--- config.mk ---
export PLATFORM = sky130hd
export DESIGN_NAME = ball_move_sequencer
export DESIGN_NICKNAME = d
export VERILOG_FILES = /design/src/rtl/ball_move_sequencer.sv
export SDC_FILE = /design/constraint.sdc
export NUM_CORES = 1
export LEC_CHECK = 0
export BUFFER_PORTS_ARGS = -buffer_cell sky130_fd_sc_hd__buf_2
export CORE_MARGIN = 3
export CORE_UTILIZATION = 46
export DETAILED_ROUTE_END_ITERATION = 8
export GPL_TIMING_DRIVEN = 0
export PLACE_DENSITY = 0.66
export SYNTH_ARGS = -nofsm -noshare
export SYNTH_HDL_FRONTEND = slang
export SYNTH_SLANG_ARGS = --single-unit
--- constraint.sdc ---
create_clock -name clk -period 4.3 [get_ports clk]
set_input_delay 0.215 -clock clk [delete_from_list [all_inputs] [get_ports clk]]
set_output_delay 0.215 -clock clk [all_outputs]
set_load 0.1 [all_outputs]
--- src/rtl/ball_move_sequencer.sv ---
// Tick-paced ball mover: decodes tilt into per-axis steps and commits each step only after the map ROM confirms the cell is not a wall.
// Optional build macro MAP_TIMEOUT_EN adds a map_ack timeout and the sticky map_timeout output.
module ball_move_sequencer #(
    parameter int         CLK_FREQUENCY_HZ       = 100000000,
    parameter int         UPDATE_FREQUENCY_HZ    = 5,
    parameter int         CNTR_WIDTH             = 32,
    parameter int         SIMULATE               = 0,
    parameter int         SIMULATE_FREQUENCY_CNT = 5,
    parameter int         X_MAX                  = 127,
    parameter int         Y_MAX                  = 127,
    parameter int         X_START                = 1,
    parameter int         Y_START                = 1,
    parameter int         DEADZONE               = 16,
    parameter logic [1:0] WALL_CODE              = 2'd2,
    parameter int         TIMEOUT_CYCLES         = 64
) (
    input  logic              clk,
    input  logic              reset,
    input  logic signed [8:0] accelX_IN,
    input  logic signed [8:0] accelY_IN,
    output logic              map_req,
    output logic [7:0]        map_x,
    output logic [7:0]        map_y,
    input  logic              map_ack,
    input  logic [1:0]        map_value,
    output logic [7:0]        x_out,
    output logic [7:0]        y_out,
    output logic              busy,
    output logic              move_done,
    output logic [1:0]        blocked,
    output logic              tick_overrun
`ifdef MAP_TIMEOUT_EN
    ,
    output logic              map_timeout
`endif
);

    localparam logic [CNTR_WIDTH-1:0] TOP_CNT = (SIMULATE != 0)
        ? CNTR_WIDTH'(SIMULATE_FREQUENCY_CNT)
        : CNTR_WIDTH'(CLK_FREQUENCY_HZ / UPDATE_FREQUENCY_HZ - 1);
    localparam logic [7:0]        X_LIM  = 8'(X_MAX);
    localparam logic [7:0]        Y_LIM  = 8'(Y_MAX);
    localparam logic [7:0]        X_INIT = 8'(X_START);
    localparam logic [7:0]        Y_INIT = 8'(Y_START);
    localparam logic signed [9:0] DZ     = 10'(DEADZONE);

    typedef enum logic [2:0] {
        IDLE,
        CHECK_X,
        WAIT_X,
        CHECK_Y,
        WAIT_Y,
        DONE
    } state_t;

    state_t                state;
    state_t                state_next;
    logic [CNTR_WIDTH-1:0] div_cnt;
    logic                  tick;
    logic signed [1:0]     dx;
    logic signed [1:0]     dy;
    logic                  x_skip;
    logic                  y_skip;
    logic                  wait_state;
    logic                  resolve;
    logic                  wall_hit;

    // Tilt beyond the deadzone in either direction yields a unit step.
    function automatic logic signed [1:0] tilt_step(input logic signed [8:0] tilt);
        logic signed [9:0] t;
        t = {tilt[8], tilt};
        if (t > DZ)
            return 2'sb01;
        else if (t < -DZ)
            return 2'sb11;
        else
            return 2'sb00;
    endfunction

    function automatic logic [7:0] step_coord(input logic [7:0] pos, input logic signed [1:0] d);
        return d[1] ? pos - 8'd1 : pos + 8'd1;
    endfunction

    // An axis is skipped when it has no step or the step would leave the board.
    function automatic logic skip_axis(input logic [7:0] pos, input logic signed [1:0] d,
                                       input logic [7:0] lim);
        return (d == 2'sb00) || (d[1] && pos == 8'd0) || (!d[1] && pos == lim);
    endfunction

    assign tick       = (div_cnt == TOP_CNT);
    assign x_skip     = skip_axis(x_out, dx, X_LIM);
    assign y_skip     = skip_axis(y_out, dy, Y_LIM);
    assign wait_state = (state == WAIT_X) || (state == WAIT_Y);

    always_ff @(posedge clk or negedge reset) begin
        if (!reset)
            div_cnt <= '0;
        else if (tick)
            div_cnt <= '0;
        else
            div_cnt <= div_cnt + 1'b1;
    end

`ifdef MAP_TIMEOUT_EN
    localparam int TO_W = $clog2(TIMEOUT_CYCLES + 1);

    logic [TO_W-1:0] wait_cnt;
    logic            timeout_hit;

    assign timeout_hit = wait_state && !map_ack && (wait_cnt == TO_W'(TIMEOUT_CYCLES - 1));
    assign resolve     = wait_state && (map_ack || timeout_hit);
    // A timed-out query is treated exactly like a wall.
    assign wall_hit    = !map_ack || (map_value == WALL_CODE);

    always_ff @(posedge clk or negedge reset) begin
        if (!reset) begin
            wait_cnt    <= '0;
            map_timeout <= 1'b0;
        end else begin
            if (wait_state && !resolve)
                wait_cnt <= wait_cnt + 1'b1;
            else
                wait_cnt <= '0;
            if (timeout_hit)
                map_timeout <= 1'b1;
        end
    end
`else
    logic unused_timeout_cfg;

    assign unused_timeout_cfg = ^TIMEOUT_CYCLES;
    assign resolve            = wait_state && map_ack;
    assign wall_hit           = (map_value == WALL_CODE);
`endif

    always_ff @(posedge clk or negedge reset) begin
        if (!reset)
            state <= IDLE;
        else
            state <= state_next;
    end

    always_comb begin
        state_next = state;
        busy       = 1'b1;
        move_done  = 1'b0;
        case (state)
            IDLE: begin
                busy = 1'b0;
                if (tick)
                    state_next = CHECK_X;
            end
            CHECK_X: state_next = x_skip ? CHECK_Y : WAIT_X;
            WAIT_X: begin
                if (resolve)
                    state_next = CHECK_Y;
            end
            CHECK_Y: state_next = y_skip ? DONE : WAIT_Y;
            WAIT_Y: begin
                if (resolve)
                    state_next = DONE;
            end
            DONE: begin
                move_done  = 1'b1;
                state_next = IDLE;
            end
            default: state_next = IDLE;
        endcase
    end

    // X is resolved before Y, so the Y query already sees the committed x_out.
    always_ff @(posedge clk or negedge reset) begin
        if (!reset) begin
            x_out        <= X_INIT;
            y_out        <= Y_INIT;
            dx           <= 2'sb00;
            dy           <= 2'sb00;
            map_req      <= 1'b0;
            map_x        <= 8'd0;
            map_y        <= 8'd0;
            blocked      <= 2'b00;
            tick_overrun <= 1'b0;
        end else begin
            blocked <= 2'b00;
            if (tick && state != IDLE)
                tick_overrun <= 1'b1;
            case (state)
                IDLE: begin
                    if (tick) begin
                        dx <= tilt_step(accelX_IN);
                        dy <= tilt_step(accelY_IN);
                    end
                end
                CHECK_X: begin
                    if (!x_skip) begin
                        map_x   <= step_coord(x_out, dx);
                        map_y   <= y_out;
                        map_req <= 1'b1;
                    end
                end
                WAIT_X: begin
                    if (resolve) begin
                        map_req <= 1'b0;
                        if (wall_hit)
                            blocked[0] <= 1'b1;
                        else
                            x_out <= map_x;
                    end
                end
                CHECK_Y: begin
                    if (!y_skip) begin
                        map_x   <= x_out;
                        map_y   <= step_coord(y_out, dy);
                        map_req <= 1'b1;
                    end
                end
                WAIT_Y: begin
                    if (resolve) begin
                        map_req <= 1'b0;
                        if (wall_hit)
                            blocked[1] <= 1'b1;
                        else
                            y_out <= map_y;
                    end
                end
                default: ;
            endcase
        end
    end

endmodule

==> impl_results.md <==
* Vias in the first global route at 3,171
* Clk_skew at 0.009586 ns
* CTS tree: done
* Post-DP HPWL at 6490 um
* Worst-margin pin slew at 0.9405 ns
* Internal Pwr Total at 1793 uW
* Clk sink count at 75
* Die height at 100.6 um
* RR Startpoint: dx[1]
* Reg-to-Reg End: map_x[7]
* Seq/Total Area, Yosys at 45.70%
* WL per Instance at 14.40 um
* CP Launch Type: register
* Slew Viols, Final at 0
* Total number of vias at 3,349
* All-Layer GR Usage at 18.65%
* Mapped Area at 4113 um2
* CP peak stage delay at 0.63 ns
* Synth warn at 0
* FFs w/ async S/R, synth at 100.0%
* Drt first pass iters at 5
* Min-Delay Endpoint: dy[1]
* CP Cell Sequence: ha_1 > a21oi_1 > o21ai_0 > a2111oi_0 > nor3_1 > a221o_1 > o21ai_0
* Layout cells sized above 1 at 20.87%
* Sw Share at 53.67%
* Iter 0 DRT Violations at 180
* Layout net count at 536
* Worst path most repeated cell: o21ai_0
* Largest net degree at the start of global routing at 44
* Max Root-Sink Buffers at 2
* Site row count at 33
* # fillers at 758
* N_diodes at 0
* Fmax at 420.3 MHz
* Die X at 100.6 um
* Post-synth EDFFs at 0
* Hold Path Cell Cnt at 3
* Required time worst endpoint at 4.58 ns
* WP buf/inv at 0
* Hold Path Class: primary input to register
* Fin crit share at 55.33%
* Synth unique cells at 54
* Leakage power total at 0.002277 uW
* Critical path capture point type: register
* CP Max Fanout at 11
* Synth Area per Inst at 9.677 um2
* Peak supply drop at 0.6285 mV
* Crit path arrival time at 2.65 ns
* # setup viols final at 0
* CTS clk-pin slew, worst paths at 0.08 ns
* Sequential Power Share at 26.4%
* Remaining Overflow, GRT at 0
* Instance count of the mapped netlist at 425
* Switching power at 2077 uW
* MaxCap Viol Count at 0
* Commonest non-fill, non-tap cells in the layout: dfrtp_1, buf_2, nand2_1
* Synth Register Bits at 75
* ANT nets after route at 0
* Delay-heaviest family, CP: compound AO/OA/AOI/OAI gates
* Vias per inst at 5.508
* Clock power share at 15.8%
* Slew HR at 37.07%
* Post-route DRC at 0
* Post-CTS sizing at 0
* Die area at 10,110 um2
* Total routed wirelength at 8756 um
* RSZ-0062 raised after global routing: no
* GPL Wtd Cong at 0.8293
* Most common cell after layout, fill and taps aside: dfrtp_1
* Kind of critical path: register to register
* CTS H-Tree Depth at 3
* IO Pins at 61
* Antenna violations before repair at 0
* Power Density at 805.7 nW/um2
* R2R depth at 7
* PortBufs at 60
* Clk_lat worst skew at 0.35 ns
* Top FF cell, synth: dfrtp_1
* CP startpoint: dx[1]
* Syn_nets at 463
* FF-to-FF setup slack at 1.92 ns
* Initial Util at 48.59%
* HP Start: accelY_IN[8]
* First-pass GRT wire length at 15,120 um
* Combinational Power Share at 57.8%
* CTS Buf Count at 9
* CTS root buffer: clkbuf_8
* Final setup TNS at 0 ns
* Area delta synth->final at 16.82%
* CORE AREA at 8464 um2
* Critical path's slowest cell: dfrtp_1
* Hold Vio Cnt, Final at 0
* Final min period at 2.379 ns
* Outcome: finished, final reports clean
* Core Util, Final at 56.76%
-- cells by family (layout without fill, tap and decap cells) --
family                   count (synthesis)  count (layout)  synth area share [%]
adder cells (fa/ha/maj)                 15              15                 4.929
XOR/XNOR                                37              37                 7.880
AND/OR/NAND/NOR                        181             181                 22.36
buffers and inverters                   24             102                 2.647
flip-flops                              75              75                 45.70
multiplexers                            18              18                 5.141
AO/OA/AOI/OAI                           75              75                 11.35
-- synthesized netlist by cell type, drive strengths merged, types with 2 or more instances --
master   instances  area share [%]
a22oi            2            0.70
nand4           10             1.5
mux2            16             4.7
a21o             3            0.55
ha              13             4.0
and3             7             1.1
nand3           16             1.9
o2111ai          3            0.64
o41ai            2            0.43
nand2           53             4.8
and2             2            0.30
o21ai           37             4.7
a21oi           15             1.8
nor3            11             1.3
or4              4            0.73
inv             14             1.3
dfstp            2             1.3
fa               2            0.97
or3              6            0.91
nor2b            7             1.1
and4             2            0.43
buf              5            0.91
clkbuf           5            0.46
nor4b            3            0.64
dfrtp           73              44
xnor2           20             4.3
mux2i            2            0.49
nand2b           4            0.61
o21a             2            0.36
nor2            39             3.6
nand4b           4            0.85
a221o            2            0.49
xor2            17             3.6
nor4             9             1.7
-- layout make-up --
cell class	count	area [um2]	share of cell area, %
buffer	10	56.30	1.172
clock buffer	12	155.1	3.229
clock inverter	4	72.57	1.510
inverter	14	52.55	1.094
multi-input combinational	326	2125	44.22
sequential	75	1879	39.11
tap	105	131.4	2.734
timing repair buffer	62	332.8	6.927
-- tightest hold or removal path, stage by stage --
cell	delay [ns]
buf_2	0.11
nand2_1	0.05
o21ai_0	0.06
-- flip-flops by register name, summed over array words and instances, names as in the netlist --
register	flops
div_cnt	32
map_x	8
map_y	8
x_out	8
y_out	8
state	3
blocked	2
dx	2
dy	2
map_req	1
tick_overrun	1
-- routing by layer --
layer  up-vias  GRT usage, %  part of all wire [%]  wire [um]
li1       1662             -                     -          -
met1      1599         26.66                    49       4290
met2        79         28.70                    45       3951
met3         9         3.668                   4.8        416
met4         0         5.699                   1.1         97
met5         -             0                     0          0
-- power by group through the flow --
stage               logic (uW)  registers [uW]  clock network, uW
finish                    2240            1020                610
global route              2380            1050                662
CTS                       2240            1020                629
detailed placement        2230            1040                  0
global placement          2200            1030                  0
floorplan                  909            1960                  0
-- stage by stage --
step	hold WS, ns	power, uW	setup slack, ns	instance area [um2]	instances
CTS	0.1309	3892	1.955	4805	608
finish	0.1366	3871	1.921	4805	608
global placement	0.4337	3232	2.000	4544	590
detailed placement	0.1876	3265	1.966	4567	591
global route	0.1618	4097	1.745	4805	608
floorplan	-0.08059	2868	1.743	4113	425
-- worst max-delay path by stage --
| stage | depth (start not counted) | end | slack (ns) |
|---|---|---|---|
| 2_1_floorplan | 7 | map_x[7] | 1.74 |
| 3_3_place_gp | 7 | map_x[7] | 2.00 |
| 3_5_place_dp | 7 | map_x[7] | 1.97 |
| 4_1_cts | 7 | map_x[7] | 1.95 |
| 5_1_grt | 7 | map_x[7] | 1.75 |
| 6_report | 7 | map_x[7] | 1.92 |
-- repair_timing --
action	4_1_cts	5_1_grt
setup buffers	0	0
endpoints found under the hold margin	32	0
hold buffers	1	0
No activity file was read; power rests on OpenSTA's default activity.
